[src/rtl/rtl_simple_algo_stream_fifo.sv]
// Elastic FWFT buffer that turns the adder's z/z_write stream into an ap_fifo read port.
// Optional dropped-write counter is enabled with `define STREAM_FIFO_DROP_CNT_EN.
module rtl_simple_algo_stream_fifo #(
  parameter int DW    = 11,
  parameter int DEPTH = 8,
  parameter int AW    = 3
) (
  input  logic          ap_clk,
  input  logic          ap_rst,
  input  logic          ap_ce,
  input  logic [DW-1:0] din,
  input  logic          din_write,
  output logic          din_full_n,
  output logic [DW-1:0] dout,
  output logic          dout_empty_n,
  input  logic          dout_read,
  output logic [AW:0]   count
`ifdef STREAM_FIFO_DROP_CNT_EN
  ,
  output logic [15:0]   drop_cnt
`endif
);

  localparam logic [AW:0] FULL_CNT = (AW + 1)'(DEPTH);

  logic [DW-1:0] mem [DEPTH];
  logic [AW-1:0] wr_ptr;
  logic [AW-1:0] rd_ptr;
  logic          wr_acc;
  logic          rd_acc;
  logic          not_full;
  logic          not_empty;

  // Handshake: a write transfers on a clock-enabled edge where din_write=1 and
  // din_full_n=1; a read transfers where dout_read=1 and dout_empty_n=1. The
  // producer ignores din_full_n, so a write offered while full is dropped.
  // Both flags come from the registered count only, so a same-cycle pop never
  // makes room for a write.
  assign not_full  = (count != FULL_CNT);
  assign not_empty = (count != '0);
  assign wr_acc    = ap_ce & din_write & not_full;
  assign rd_acc    = ap_ce & dout_read & not_empty;

  assign din_full_n   = not_full;
  assign dout_empty_n = not_empty;
  assign dout         = not_empty ? mem[rd_ptr] : '0;

  // Storage is not reset; reset only blocks writes so held data is unaffected.
  always_ff @(posedge ap_clk) begin
    if (!ap_rst && wr_acc) begin
      mem[wr_ptr] <= din;
    end
  end

  // DEPTH is a power of two, so the natural AW-bit rollover is the wrap.
  always_ff @(posedge ap_clk) begin
    if (ap_rst) begin
      wr_ptr <= '0;
      rd_ptr <= '0;
      count  <= '0;
    end else begin
      if (wr_acc) wr_ptr <= wr_ptr + 1'b1;
      if (rd_acc) rd_ptr <= rd_ptr + 1'b1;
      if (wr_acc && !rd_acc) begin
        count <= count + 1'b1;
      end else if (rd_acc && !wr_acc) begin
        count <= count - 1'b1;
      end
    end
  end

`ifdef STREAM_FIFO_DROP_CNT_EN
  always_ff @(posedge ap_clk) begin
    if (ap_rst) begin
      drop_cnt <= '0;
    end else if (ap_ce && din_write && !not_full && (drop_cnt != 16'hFFFF)) begin
      drop_cnt <= drop_cnt + 16'd1;
    end
  end
`endif

endmodule

[config.mk]
export PLATFORM = sky130hd
export DESIGN_NAME = rtl_simple_algo_stream_fifo
export DESIGN_NICKNAME = d
export VERILOG_FILES = /design/src/rtl/rtl_simple_algo_stream_fifo.sv
export SDC_FILE = /design/constraint.sdc
export NUM_CORES = 1
export LEC_CHECK = 0
export CELL_PAD_IN_SITES_DETAIL_PLACEMENT = 1
export CELL_PAD_IN_SITES_GLOBAL_PLACEMENT = 2
export CORE_MARGIN = 1.5
export CORE_UTILIZATION = 47
export DETAILED_ROUTE_END_ITERATION = 12
export PLACE_DENSITY_LB_ADDON = 0.12
export REMOVE_ABC_BUFFERS = 1
export SLEW_MARGIN = 40
export SYNTH_ARGS = -nofsm -noshare
export SYNTH_HDL_FRONTEND = slang
export SYNTH_SLANG_ARGS = --single-unit
export TNS_END_PERCENT = 100
[constraint.sdc]
create_clock -name ap_clk -period 5.8 [get_ports ap_clk]
set_input_delay 1.16 -clock ap_clk [delete_from_list [all_inputs] [get_ports ap_clk]]
set_output_delay 1.16 -clock ap_clk [all_outputs]
set_load 0.05 [all_outputs]
* Word-level counts from Yosys, hierarchy flattened
Memory sizes are Yosys's and may differ from the RTL's. A register that Yosys moved wholly into a read port is not among the register bits. Index checks and enable logic that the tools add are counted.
Word-level totals: memories kept 1, input bits 16, RAM bits 88, register bits 10, logic and storage cells 28
Memory list:
- mem | depth 8, bits a word 11, read ports 1, clocked after Yosys merged registers in 1, wr ports 1, RTL line 26 | logic [DW-1:0] mem [DEPTH];
Cells by class: reductions and logical operators 8, add/sub/neg operators 4, equality and inequality tests 1, muxes and demuxes 7, bitwise operators 4
Operators with widths (count):
- $mux W11 | 1
- $mux W4 | 2
- $add A3 B1 Y3 const B | 2
- $mux W3 | 2
- $add A4 B1 Y4 const B | 1
- $and A1 B1 Y1 | 4
- $ne A4 B4 Y1 const B | 1
- $reduce_bool A4 Y1 | 1
- $sub A4 B1 Y4 const B | 1
- $logic_and A1 B1 Y1 | 3
- $logic_not A1 Y1 | 3
- $mux W1 | 2
- $reduce_bool A2 Y1 | 1

* Longest topological paths before layout
depth after elaboration 6, mapped depth 10, depth with buffers taken out 10

* Least setup slack after synthesis
No wires, ideal clock.
path kind flip-flop to flip-flop, start point reg count[3], end point reg count[3], buffers on the path 1, cell stages (with the launch flop) 11, clock period less this slack 3083 ps, arrival time 2962 ps, library setup time 121 ps, path slack 2717 ps, cells stage by stage dfxtp_1 or4b_4 and3_4 buf_6 ha_1 inv_1 ha_1 a21oi_1 a211oi_1 a31oi_1 mux2_2
On the way: word-level cells in the longest chain between the ends 5, elaborated cells on any way between the ends 13, classes of those cells add/sub: 2; eq/ne: 1; mux: 2; bitwise: 2; reduce/logical: 6
Ends and longest elaborated chain:
- start, declared | RTL line 17 | output logic [AW:0] count
- start signal, assigned | RTL line 65 | count <= count + 1'b1;
- start signal, assigned | RTL line 67 | count <= count - 1'b1;
- $ne A4 B4 Y1 * | RTL line 39 | assign not_full = (count != FULL_CNT);
- net din_full_n | RTL line 13 | output logic din_full_n,
- $and A1 B1 Y1 * | RTL line 41 | assign wr_acc = ap_ce & din_write & not_full;
- net wr_acc | RTL line 29 | logic wr_acc;
- $logic_not A1 Y1 | RTL line 66 | end else if (rd_acc && !wr_acc) begin
- $logic_and A1 B1 Y1 | RTL line 66
- $reduce_bool A2 Y1 (no line)
The timed path passes the listed nets; every way through them passes the cells marked *. The select of a mux whose other input is x is not followed. A chain may end at the register's enable or synchronous reset.

==> summary.txt <==
CTS tree - done
Share of the synthesized area in the top cell type - 66.19%
RSZ-0062 raised after global routing - false
Maximum clock frequency - 266.8 MHz
Cell taking the most area after synthesis - edfxtp_1
Power share of the combinational group - 37.3%
Final Max Slew Viols - 0
Worst r2r src - count[0]
Sw Pwr - 0.7879 mW
CP endpoint kind - output pin
DRC - 0
Via count - 2019
Global-route wire length before repair - 12400 um
WP data arrival - 2590 ps
Skew final - 9.517 ps
Leakage power total - 1.504 nW
Worst Tran Pin Value - 719.6 ps
CTS resizes - 0
Hpwl dp - 5211 um
Filler Cell Count - 736
Mapped Cells - 210
Sequential area share after synthesis - 72.70%
Switching Share - 36.71%
Drt wl/cell - 22.34 um
Multi-input logic area - 1060 sq um
Setup TNS Final - 0 ps
Pre-antenna DRT Iters - 4
WL final - 8110 um
Initial Util - 48.59%
Reg area - 2905 sq um
Clock power share - 22.7%
# IOs - 33
Clk buf depth - 2
Initial DRC Count - 125
Root buf cell - clkbuf_8
#FFs+latches synth - 101
Critical path class - register to output pin
Clock Sinks - 101
Die W - 95.17 um
PD cells - 455.4 nW/um^2
Final Hold Vio Count - 0
Warnings, synthesis - 0
Via density - 5.562
Number of global-route vias before repair - 2154
Largest net degree at the start of global routing - 23
Std-Cell Rows - 33
Relative slew slack - 52.03%
Synth area leaders - edfxtp_1 (66%), mux4_2 (12%), dfxtp_1 (6.5%)
Mapped cell area - 3993 sq um
Worst VDD drop - 0.2644 mV
Area Growth Syn to Fin - 18.05%
Total chip power - 2.146 mW
Tmin final - 3748 ps
Clock slew at reported path FFs - 90 ps
Final net count - 275
Cts bufs inserted - 9
Status - finished, final reports clean
Seq pwr share - 40.0%
Routed Antenna Nets - 0
H-tree Lvls - 3
Int Power - 1.359 mW
Startpoint Class - register
Hold_sp - rd_ptr[1]
Vert. Die Dim - 95.17 um
Post-CTS Hold Buffers - 0
Die Area - 9056 sq um
Post-Route Utilization - 57.36%
All-Layer GR Usage - 19.73%
Distinct cells, synth - 27
Post-CTS Setup Inserts - 0
Final period util - 64.63%
# diodes - 0
Gpl congestion - 0.6538
Congestion Overflow GR - 0
Layout cells sized above 1 - 21.71%
Initial antenna violation count - 0
Min-delay worst type - register to register
Endpoints failing setup - 0
Avg Inst Size Synth - 19.01 sq um
Required time worst endpoint - 4640 ps
Core ar. - 8217 sq um
CP max FO - 22
Clk_lat worst skew - 350 ps
Max-cap check violation count - 0
Port Buffers - 32
## cells by family after synthesis
group / count (synthesis) / share of synthesized area, %
simple gates: 45 / 5.766
buf+inv: 11 / 1.285
fa+ha+maj: 6 / 2.068
mux: 38 / 16.48
xor+xnor: 5 / 1.097
flops: 101 / 72.70
compound gates: 4 / 0.5956
## sequential cells by signal (all words and copies together), names as in the netlist, named ones only
register	cells
wr_ptr	3
count	4
rd_ptr	3
mem	88
## through the flow
stage	worst slack, ps	std cells	hold slack, ps	cell area, sq um
2_1_floorplan	1921	201	484.7	3949
3_3_place_gp	2161	345	515.0	4474
3_5_place_dp	2252	347	534.1	4492
4_1_cts	1995	363	560.7	4713
5_1_grt	1903	363	608.1	4713
6_report	2052	363	557.4	4713
## worst max-delay path, cell delays in order, from the launching register on
cell             delay (ps)
dfxtp_1                 320
buf_4                   390
mux4_2                  580
mux2i_1                 170
nor2_1                   60
clkdlybuf4s50_1         700
## cell usage after synthesis, drive strengths merged
master  count
edfxtp     88
nor2       26
mux4       22
mux2i      14
dfxtp      13
clkbuf      6
ha          5
nor2b       5
nand2       4
buf         3
xor2        3
a21oi       2
and3b       2
inv         2
mux2        2
nand3       2
nor4        2
xnor2       2
a211oi      1
a31oi       1
and3        1
fa          1
nand4       1
nor3b       1
or4b        1
## power by group through the flow
stage                     clock, mW  combinational [mW]  sequential [mW]
after floorplan                   0               0.468            0.930
after global placement            0               0.788            0.869
after detailed placement          0               0.805            0.873
after CTS                     0.496               0.811            0.858
after global routing          0.519               0.852            0.864
final                         0.488               0.801            0.858
## cell type report
| type | count | share of cell area [%] |
|---|---|---|
| Tap cell | 105 | 2.787 |
| Sequential cell | 101 | 61.64 |
| Timing Repair Buffer | 41 | 8.229 |
| Multi-Input combinational cell | 98 | 22.48 |
| Clock buffer | 9 | 2.628 |
| Inverter | 2 | 0.1593 |
| Clock inverter | 7 | 2.071 |
## worst paths after layout
kind	to	slack, ps	depth (start not counted)
max	dout[6]	2050	5
max reg2reg	count[3]	2870	11
min	register	560	2
min reg2reg	register	560	2
## per-layer routing
metal  wire length (um)  up-vias  share of wire (%)  GRT usage, %
li1                   -      910                  -             -
met1               3616     1064                 45         27.18
met2               4153       39                 51         32.68
met3                275        6                3.4         3.349
met4                 65        0               0.80         5.224
met5                  0        -                  0             0
## cell usage in the layout, fill, tap and decap left out, types with 2 or more instances in the layout
| cell | n |
|---|---|
| inv_1 | 2 |
| clkdlybuf4s50_1 | 32 |
| buf_4 | 9 |
| nor2b_1 | 4 |
| clkbuf_8 | 9 |
| edfxtp_1 | 88 |
| a21oi_1 | 2 |
| nand2_1 | 4 |
| nand3_1 | 2 |
| xor2_1 | 3 |
| ha_1 | 5 |
| nor2_1 | 26 |
| bufinv_16 | 2 |
| mux4_2 | 22 |
| xnor2_1 | 2 |
| clkinvlp_4 | 2 |
| mux2_2 | 2 |
| dfxtp_1 | 11 |
| mux2i_1 | 14 |
| dfxtp_2 | 2 |
| inv_6 | 2 |
| and3b_1 | 2 |
(Power assumes the default switching activity.)
